**config.mk**
```make
export PLATFORM = sky130hd
export DESIGN_NAME = banner_sequencer_flat
export DESIGN_NICKNAME = d
export VERILOG_FILES = /design/src/rtl/banner_if.sv /design/src/rtl/banner_sequencer.sv /design/src/flat_wrapper.sv
export SDC_FILE = /design/constraint.sdc
export NUM_CORES = 1
export LEC_CHECK = 0
export ABC_AREA = 1
export CAP_MARGIN = 30
export CORE_ASPECT_RATIO = 1.25
export CORE_MARGIN = 2
export CORE_UTILIZATION = 53
export CTS_CLUSTER_SIZE = 40
export DETAILED_ROUTE_END_ITERATION = 10
export PLACE_DENSITY = 0.79
export RECOVER_POWER = 50
export SETUP_SLACK_MARGIN = 0.5
export SLEW_MARGIN = 15
export SYNTH_ARGS = -nofsm -noshare
export SYNTH_HDL_FRONTEND = slang
export SYNTH_SLANG_ARGS = --single-unit
```
**constraint.sdc**
```tcl
create_clock -name clk -period 2.1 [get_ports clk]
set_clock_uncertainty 0.15 [all_clocks]
set_input_delay 0.42 -clock clk [delete_from_list [all_inputs] [get_ports clk]]
set_output_delay 0.42 -clock clk [all_outputs]
set_load 0.03 [all_outputs]
```
**src/rtl/banner_if.sv**
```systemverilog
// Handshake bundle between the game logic and the result-banner sequencer.
// The game logic drives frame/result/ack; the sequencer returns placement and visibility.
interface banner_if;
  logic       frame_tick;
  logic       game_over;
  logic [1:0] result;
  logic       ack;
  logic [1:0] word_sel;
  logic [9:0] start_x;
  logic [9:0] start_y;
  logic       visible;
  logic       busy;
  logic       done;

  modport master (
    output frame_tick, game_over, result, ack,
    input  word_sel, start_x, start_y, visible, busy, done
  );

  modport slave (
    input  frame_tick, game_over, result, ack,
    output word_sel, start_x, start_y, visible, busy, done
  );
endinterface

```
**src/rtl/banner_sequencer.sv**
```systemverilog
// Result banner sequencer: slides a centred word down to its rest row, blinks it,
// waits for the player to acknowledge, then clears it with a one-cycle done pulse.
module banner_sequencer #(
  parameter int H_ACTIVE    = 640,
  parameter int CHAR_W      = 31,
  parameter int TARGET_Y    = 200,
  parameter int SLIDE_STEP  = 8,
  parameter int HOLD_FRAMES = 180,
  parameter int BLINK_HALF  = 15
) (
  input  logic     clk,
  input  logic     reset,
  banner_if.slave  bus
);

  typedef enum logic [2:0] {
    IDLE     = 3'd0,
    SLIDE    = 3'd1,
    HOLD     = 3'd2,
    WAIT_ACK = 3'd3,
    CLEAR    = 3'd4
  } state_t;

  localparam logic [9:0]  TARGET_Y10 = 10'(TARGET_Y);
  localparam logic [10:0] STEP11     = 11'(SLIDE_STEP);
  localparam logic [7:0]  HOLD_LAST  = 8'(HOLD_FRAMES - 1);
  localparam logic [7:0]  BLINK_LAST = 8'(BLINK_HALF - 1);

  state_t      state_q, state_d;
  logic [1:0]  word_sel_q, word_sel_d;
  logic [9:0]  start_x_q, start_x_d;
  logic [9:0]  start_y_q, start_y_d;
  logic        visible_q, visible_d;
  logic        done_q, done_d;
  logic [7:0]  frame_cnt_q, frame_cnt_d;
  logic [7:0]  blink_cnt_q, blink_cnt_d;
  logic [10:0] y_sum;

  // DRAW and LEFT are four glyphs wide, RIGHT is five; code 11 never reaches here.
  function automatic logic [9:0] calc_start_x(input logic [1:0] r);
    logic [31:0] chars;
    logic [31:0] diff;
    chars = (r == 2'b10) ? 32'd5 : 32'd4;
    diff  = 32'(H_ACTIVE) - chars * 32'(CHAR_W);
    return 10'(diff >> 1);
  endfunction

  assign y_sum = {1'b0, start_y_q} + STEP11;

  always_ff @(posedge clk) begin
    if (reset) begin
      state_q <= IDLE;
    end else begin
      state_q <= state_d;
    end
  end

  always_comb begin
    state_d     = state_q;
    word_sel_d  = word_sel_q;
    start_x_d   = start_x_q;
    start_y_d   = start_y_q;
    visible_d   = visible_q;
    done_d      = 1'b0;
    frame_cnt_d = frame_cnt_q;
    blink_cnt_d = blink_cnt_q;

    case (state_q)
      IDLE: begin
        if (bus.game_over && (bus.result != 2'b11)) begin
          word_sel_d  = bus.result;
          start_x_d   = calc_start_x(bus.result);
          start_y_d   = '0;
          visible_d   = 1'b1;
          frame_cnt_d = '0;
          blink_cnt_d = '0;
          state_d     = SLIDE;
        end
      end

      SLIDE: begin
        if (bus.frame_tick) begin
          if (y_sum >= {1'b0, TARGET_Y10}) begin
            start_y_d   = TARGET_Y10;
            frame_cnt_d = '0;
            blink_cnt_d = '0;
            state_d     = HOLD;
          end else begin
            start_y_d = y_sum[9:0];
          end
        end
      end

      HOLD: begin
        if (bus.frame_tick) begin
          frame_cnt_d = frame_cnt_q + 8'd1;
          if (blink_cnt_q == BLINK_LAST) begin
            blink_cnt_d = '0;
            visible_d   = ~visible_q;
          end else begin
            blink_cnt_d = blink_cnt_q + 8'd1;
          end
          if (frame_cnt_q == HOLD_LAST) begin
            state_d = WAIT_ACK;
          end
        end
      end

      WAIT_ACK: begin
        if (bus.frame_tick) begin
          if (blink_cnt_q == BLINK_LAST) begin
            blink_cnt_d = '0;
            visible_d   = ~visible_q;
          end else begin
            blink_cnt_d = blink_cnt_q + 8'd1;
          end
        end
        // Acknowledge wins over a blink toggle landing in the same cycle.
        if (bus.ack) begin
          visible_d = 1'b0;
          done_d    = 1'b1;
          state_d   = CLEAR;
        end
      end

      CLEAR: begin
        state_d = IDLE;
      end

      default: begin
        state_d = IDLE;
      end
    endcase
  end

  always_ff @(posedge clk) begin
    if (reset) begin
      word_sel_q  <= '0;
      start_x_q   <= '0;
      start_y_q   <= '0;
      visible_q   <= 1'b0;
      done_q      <= 1'b0;
      frame_cnt_q <= '0;
      blink_cnt_q <= '0;
    end else begin
      word_sel_q  <= word_sel_d;
      start_x_q   <= start_x_d;
      start_y_q   <= start_y_d;
      visible_q   <= visible_d;
      done_q      <= done_d;
      frame_cnt_q <= frame_cnt_d;
      blink_cnt_q <= blink_cnt_d;
    end
  end

  assign bus.word_sel = word_sel_q;
  assign bus.start_x  = start_x_q;
  assign bus.start_y  = start_y_q;
  assign bus.visible  = visible_q;
  assign bus.done     = done_q;
  assign bus.busy     = (state_q != IDLE);

endmodule

```
**src/flat_wrapper.sv**
```systemverilog
// flat-port wrapper written by rule: the top's interface ports become plain ports
module banner_sequencer_flat 
#(
  parameter int H_ACTIVE    = 640,
  parameter int CHAR_W      = 31,
  parameter int TARGET_Y    = 200,
  parameter int SLIDE_STEP  = 8,
  parameter int HOLD_FRAMES = 180,
  parameter int BLINK_HALF  = 15
)
  (clk, reset, bus_frame_tick, bus_game_over, bus_result, bus_ack, bus_word_sel, bus_start_x, bus_start_y, bus_visible, bus_busy, bus_done);
  banner_if bus_i ();
  input  logic clk;
  input  logic reset;
  input wire logic [$bits(bus_i.frame_tick)-1:0] bus_frame_tick;
  input wire logic [$bits(bus_i.game_over)-1:0] bus_game_over;
  input wire logic [$bits(bus_i.result)-1:0] bus_result;
  input wire logic [$bits(bus_i.ack)-1:0] bus_ack;
  output wire logic [$bits(bus_i.word_sel)-1:0] bus_word_sel;
  output wire logic [$bits(bus_i.start_x)-1:0] bus_start_x;
  output wire logic [$bits(bus_i.start_y)-1:0] bus_start_y;
  output wire logic [$bits(bus_i.visible)-1:0] bus_visible;
  output wire logic [$bits(bus_i.busy)-1:0] bus_busy;
  output wire logic [$bits(bus_i.done)-1:0] bus_done;
  assign bus_i.frame_tick = bus_frame_tick;
  assign bus_i.game_over = bus_game_over;
  assign bus_i.result = bus_result;
  assign bus_i.ack = bus_ack;
  assign bus_word_sel = bus_i.word_sel;
  assign bus_start_x = bus_i.start_x;
  assign bus_start_y = bus_i.start_y;
  assign bus_visible = bus_i.visible;
  assign bus_busy = bus_i.busy;
  assign bus_done = bus_i.done;
  banner_sequencer #(.H_ACTIVE(H_ACTIVE), .CHAR_W(CHAR_W), .TARGET_Y(TARGET_Y), .SLIDE_STEP(SLIDE_STEP), .HOLD_FRAMES(HOLD_FRAMES), .BLINK_HALF(BLINK_HALF)) u_core (.clk(clk), .reset(reset), .bus(bus_i));
endmodule
```
==> results.md, run 1 <==
- Outcome: finished clean
- Worst-skew pair later-pin latency: 290 ps
- Root buffer cell: clkbuf_8
- Synth cell types: 32
- Tcrit/Tclk final: 93.1%
- FILL cells: between 200 and 300
- DR vias/cell: 5.35
- CP max-delay cell: dlygate4sd3_1
- F_max: between 500 and 600 MHz
- Wire per inst: between 10 and 15 um
- Antenna diodes: 0
- Post-Synth Simple-Gate Area: between 30 and 40%
- Num CTS Buffers: 5
- Final count of negative-setup-slack endpoints: 0
- Top cells by area, synth: dfxtp_1 33%, nand2_1 13%, nor2_1 7.2%
- Largest net degree at the start of global routing: 18
- Synth Area per Inst: 6.58 um2
- CTS sink count: 33
- Vias in the first global route: 1902
- Global-route wire length before repair: ~8000 um
- Xor-xnor portion of the synthesized cell area: 0.862%
- Antenna-violating nets left: 0
- Sequential fraction of design power: between 20 and 30%
- Iter 0 DRT Violations: approximately 110
- CP Buf/Inv Count: 2
- Final min period: approximately 2000 ps
- Worst vdd ir: about 0.80 mV
- Startpoint Class: primary input
- Pint: a little under 2 mW
- Worst R2R Setup Slack: approximately 260 ps
- Gate power share: between 50% and 60%
- Synth top area share: about a third
- Power Density: about 1300 mW/mm2
- Worst hold slack: 238 ps
- Sw Ratio: 44.4%
- Largest stage delay, worst path: around 550 ps
- Mapped Cells: just over 300
- Area grow syn2layout: 34.9%
- Critical path type: primary input to flip-flop
- Setup TNS: 0 ps
- Die W: about 60 um
- Post-Synth Adder-Cell Area: between 2 and 2.5%
- Core Rows: 25
- H-tree Lvls: 2
- Leakage: between 1 and 1.5 nW
- Mux cell area share after synthesis: 0%
- Tot GR Track Use: 24.6%
- Starting Density: approximately 55%
- MaxCap Viol Count: 0
- Clock power frac: 17.9%
- PortBufs: 24
- Final hold vios: 0
- Total power: between 3 and 4 mW
- Mapped cell area: roughly 0.0020 mm2
- Sequential area share after synthesis: around 33%
- Die area: around 0.0043 mm2
- Gpl congestion: 0.883
- Clock slew at reported path FFs: around 70 ps
- Post-synthesis compound-gate area fraction: around a tenth
- Min-delay worst type: primary input to flip-flop
- CTS tree: done
- Yosys reg bits: 33
- Switching Power: approximately 1.5 mW
- Final wirelength: roughly 5400 um
- Max FO, Critical Path: 6
- I/O pin total: 32
- CP endpoint kind: flip-flop
- Proportion of layout cells with a drive suffix above 1: 31.2%
- CTS Buffer Depth: 2
- Total grt overflow: 0
- Yosys top cell by area: dfxtp_1
- Warnings from Yosys: 0
- Final #Nets: between 300 and 400
- RSZ-0062 raised after global routing: yes
- Post-DP HPWL: 3250 um
- CP required: 2130 ps
- Residual DRC count: 0
- Arr. time, crit path: 1990 ps
- 1st-pass router iterations: 4
- CP top delay family: buffers and inverters
- Core area: around 0.0037 mm2
- Main combinational cell family by area after synthesis: simple AND/OR/NAND/NOR gates
- Die height: approximately 73 um
- Final cell area excluding filler cells: around 0.0027 mm2
- Via Count: ~2100
- Initial antenna violation count: 0
- Final Max Tran Viols: 0
- Area after DPL: 0.00234 mm2
- Worst path cell trace: dlygate4sd3_1 -> nand2_1 -> nand2_1 -> nor2_1 -> nor2_1 -> inv_1 -> o21ai_0 -> a21oi_2
## cell families after synthesis
logic type      after synthesis
xor+xnor                      2
simple gates                167
other cells                   1
buf+inv                      63
fa+ha+maj                     4
flops                        33
compound gates               39
## stage by stage
step           setup WS [ps]  util (%)  std cells
2_1_floorplan            405         -        315
3_3_place_gp            76.1      62.9        372
3_5_place_dp            53.7      62.9        372
4_1_cts                  240      71.9        391
5_1_grt                 57.3      73.6        396
6_report                 145      73.6        396
## cells in the final DEF, fill, tap and decap left out, types with 5 or more instances in the layout
master	n
o21ai_0	9
dfxtp_2	6
nand2_2	15
nand4_1	17
conb_1	7
nand2_4	5
nor2_1	35
buf_6	6
inv_1	31
nor2_2	6
nand3_1	12
dfxtp_1	25
inv_2	11
a21oi_2	8
nand2_1	56
clkbuf_1	12
clkbuf_8	6
buf_4	17
a21oi_1	13
## synthesized netlist by cell type
cell type,number
a21oi_1,20
a21oi_2,1
a21oi_4,1
and2b_1,1
buf_2,2
buf_4,11
buf_6,2
clkbuf_1,2
clkinv_1,1
conb_1,1
dfxtp_1,33
ha_1,4
inv_1,34
inv_2,11
nand2_1,69
nand2_2,7
nand2_4,1
nand3_1,13
nand3_2,3
nand3_4,1
nand3b_1,1
nand4_1,17
nor2_1,39
nor2_2,4
nor2_4,2
nor3_1,6
nor3b_1,1
o21ai_0,12
o21ai_1,4
o21bai_1,1
or2_2,2
xor2_1,2
## cell type report
cell class | instances | area [um2] | area share (%)
multi-input combinational | 220 | 1300 | 47.4
timing repair buffer | 49 | 419 | 15.3
clock inverter | 1 | 30.0 | 1.10
inverter | 46 | 181 | 6.62
sequential | 33 | 676 | 24.7
tap | 40 | 50.0 | 1.83
clock buffer | 7 | 86.3 | 3.15
## flip-flops by register name (all words and copies together), names as in the netlist
| signal | count |
|---|---|
| u_core.blink_cnt_q | 8 |
| u_core.frame_cnt_q | 8 |
| u_core.bus.start_y | 7 |
| u_core.bus.start_x | 3 |
| u_core.state_q | 3 |
| u_core.bus.word_sel | 2 |
| u_core.bus.done | 1 |
| u_core.bus.visible | 1 |
## metal layers
layer | track usage, % | share of wire (%)
met1 | 26.2 | 39
met2 | 46.4 | 53
met3 | 4.43 | 4.6
met4 | 9.60 | 3.0
met5 | 0 | 0
## power groups by stage
stage | registers (mW) | clock network [mW] | logic, mW
floorplan | 1.02 | 0 | 1.05
global placement | 0.973 | 0 | 1.42
detailed placement | 0.974 | 0 | 1.44
CTS | 0.957 | 0.628 | 1.69
global route | 0.994 | 0.652 | 2.04
finish | 0.972 | 0.622 | 1.88
## worst paths after layout
| kind | start | depth (start not counted) | endpoint |
|---|---|---|---|
| max | bus_result[0] | 8 | u_core.bus.start_y[4]$_SDFFE_PP0P_ |
| min | bus_result[1] | 2 | u_core.bus.start_x[8]$_SDFFE_PP0P_ |
| max reg2reg | u_core.bus.start_y[4]$_SDFFE_PP0P_ | 10 | u_core.blink_cnt_q[6]$_SDFFE_PP0P_ |
| min reg2reg | u_core.bus.start_y[9]$_SDFFE_PP0P_ | 2 | u_core.bus.start_y[9]$_SDFFE_PP0P_ |
## what timing repair did
item | CTS | global route
setup endpoints to repair | 45 | 39
pin swaps | 16 | 19
buffers inserted | 9 | 5
hold buffers | 0 | 0
resized for setup | 77 | 46
cloned | 2 | 0
(Power assumes the default switching activity.)
==> run 2: changes to the inputs <==
- clock period: 2.1 -> 1.9 ns (I/O delays scaled with it)
==> results.md, run 2 (same netlist as run 1, synthesis figures left out) <==
- Hold depth: 2 (unchanged)
- Worst Reg-to-Reg Cells: 8 (-2)
- Worst vdd ir: 0.940 mV (+17%)
- Area after DPL: 0.00246 mm2 (+5.0%)
- Commonest non-fill, non-tap cell in the layout: nand2_1
- Place WS: -99.7 ps (-153 ps)
- Proportion of layout cells with a drive suffix above 1: 39.0% (+7.8 points)
- Min-delay worst type: flip-flop to flip-flop
- Area occupied by multi-input gates: 0.00137 mm2 (+5.8%)
- Residual DRC count: 0 (unchanged)
- Final wirelength: 6050 um (+13%)
- CP top delay family: simple AND/OR/NAND/NOR gates
- Final min period: around 1900 ps
- Tot GR Track Use: 25.0% (+0.39 points)
- Die W: 59.4 um (unchanged)
- Startpoint Class: flip-flop
- Die height: 73.2 um (unchanged)
- Core area: 0.00372 mm2 (unchanged)
- Slew headroom: roughly 65%
- Gpl congestion: 0.847 (-4.1%)
- MaxCap Viol Count: 0 (unchanged)
- Power Density: 1360 mW/mm2 (+7.6%)
- Arr. time, crit path: 1950 ps (-40 ps)
- CTS sink count: 33 (unchanged)
- Iter 0 DRT Violations: 137 (+30%)
- FILL cells: 256 (-12%)
- Worst path cell trace: nor2_4 -> nand2_2 -> buf_6 -> nor2_1 -> clkdlybuf4s25_1 -> buf_4 -> nor2_1 -> nor3_1
- Leakage: 1.22 nW (+3.3%)
- Most used cell, CP: nor2_1
- Die area: 0.00435 mm2 (unchanged)
- RSZ-0062 raised after global routing: yes
- Final #Nets: 374 (+2.2%)
- Core Rows: 25 (unchanged)
- Vias in the first global route: 1887 (-0.79%)
- Total grt overflow: 0 (unchanged)
- I/O pin total: 32 (unchanged)
- Antenna-violating nets left: 0 (unchanged)
- H-tree Lvls: 2 (unchanged)
- Most frequent cells in the layout: 47 x nand2_1, 33 x nor2_1, 30 x inv_1
- PortBufs: 24 (unchanged)
- CP required: 1970 ps (-160 ps)
- Via Count: 2212 (+4.4%)
- Outcome: finished clean
- CTS Buffer Depth: 2 (unchanged)
- Total power: 3.90 mW (+12%)
- Max FO, Critical Path: 4 (-2)
- Num CTS Buffers: 5 (unchanged)
- Root buffer cell: clkbuf_8
- Worst setup margin: 24.6 ps (-120 ps)
- Worst R2R Setup Slack: 20 ps (-240 ps)
- Sequential standard cell area: 692 um2 (+2.4%)
- Starting Density: 54.6% (unchanged)
- Worst-Margin Slew: between 500 and 600 ps
- CP endpoint kind: flip-flop
- Final cell area excluding filler cells: 0.00286 mm2 (+4.4%)
- DR vias/cell: 5.48 (+2.3%)
- Global-route wire length before repair: 8310 um (+1.1%)
- CP max-delay cell: clkdlybuf4s25_1
- Worst hold slack: 318 ps (+79.4 ps)
- Final Max Tran Viols: 0 (unchanged)
- Largest net degree at the start of global routing: 17 (-1)
- Final hold vios: 0 (unchanged)
- Initial antenna violation count: 0 (unchanged)
- Worst-skew pair later-pin latency: 290 ps (about the same)
- Clock slew at reported path FFs: 70 ps (about the same)
- Wire per inst: 15.0 um (+11%)
- Critical path type: flip-flop to flip-flop
- Post-DP HPWL: 3380 um (+4.1%)
- Antenna diodes: 0 (unchanged)
- CP Buf/Inv Count: 3 (+1)
- CTS tree: done
- Area grow syn2layout: 40.8%
- Final count of negative-setup-slack endpoints: 0 (unchanged)
- Largest stage delay, worst path: 360 ps (-190 ps)
- Worst path depth: 8 (unchanged)
- Setup TNS: 0 ps (unchanged)
- Tcrit/Tclk final: a little over nine tenths
- F_max: roughly 530 MHz
- 1st-pass router iterations: 4 (unchanged)
## run 2: cell count changes in the layout (fill, tap and decap cells not counted), sizes merged, moves of 2 or more
cell | before | now
buf | 26 | 33
clkbuf | 18 | 22
clkdlybuf4s25 | 4 | 1
clkdlybuf4s50 | 4 | 2
clkinv | 1 | 3
dlygate4sd2 | 2 | 5
## run 2: metrics by stage
step / std cells / util [%]
6_report: 404 / 76.9
5_1_grt: 404 / 76.9
4_1_cts: 400 / 71.0
3_5_place_dp: 383 / 66.0
3_3_place_gp: 383 / 66.0
2_1_floorplan: 315 / -
## run 2: worst paths after layout
| path | end | startpoint |
|---|---|---|
| worst min-delay path | u_core.bus.word_sel[1]$_SDFFE_PP0P_ | u_core.bus.word_sel[1]$_SDFFE_PP0P_ |
| worst max-delay path | u_core.bus.word_sel[0]$_SDFFE_PP0P_ | u_core.state_q[2]$_SDFFE_PP0P_ |
| worst max register to register | u_core.bus.word_sel[0]$_SDFFE_PP0P_ | u_core.state_q[2]$_SDFFE_PP0P_ |
| worst min register to register | u_core.bus.word_sel[1]$_SDFFE_PP0P_ | u_core.bus.word_sel[1]$_SDFFE_PP0P_ |
## run 2: cell type report
class | count | share of cell area, %
multi-input cells | 220 | 48.0
flip-flops and latches | 33 | 24.2
repair buffers | 57 | 16.9
inverters | 46 | 6.34
clock buffers | 6 | 2.54
well taps | 40 | 1.75
clock inverters | 2 | 0.350
## run 2: routing by layer
metal	part of all wire, %	up-vias	track usage, %
met1	38	1040	26.5
li1	-	1080	-
met4	4.0	0	9.09
met5	0	-	0
met3	5.0	21	4.96
met2	53	71	47.3
## run 2: timing repair
item | in CTS | in global routing
buffers inserted | 7 | 3
hold buffers | 0 | 0
setup endpoints to repair | 48 | 43
pin swaps | 18 | 31
gates cloned | 2 | 1
gates resized for setup | 122 | 71
## run 2: worst min-delay path: stages, from the launching register on
cell,delay (ps)
dfxtp_1,310
nand2_2,60
a21oi_1,50
## run 2: report_power, final
part	switching, mW	leakage (nW)	total (mW)	internal (mW)
clock	0.263	0.0450	0.516	0.253
sequential	0.204	0.278	1.10	0.895
combinational	1.34	0.902	2.29	0.954
==> run 3: changes to the inputs <==
- CAP_MARGIN: 30 -> 25
- GPL_ROUTABILITY_DRIVEN: not set -> 0
==> results of run 3 <==
No change in the layout: final DEF, timing and power equal those of run 2.
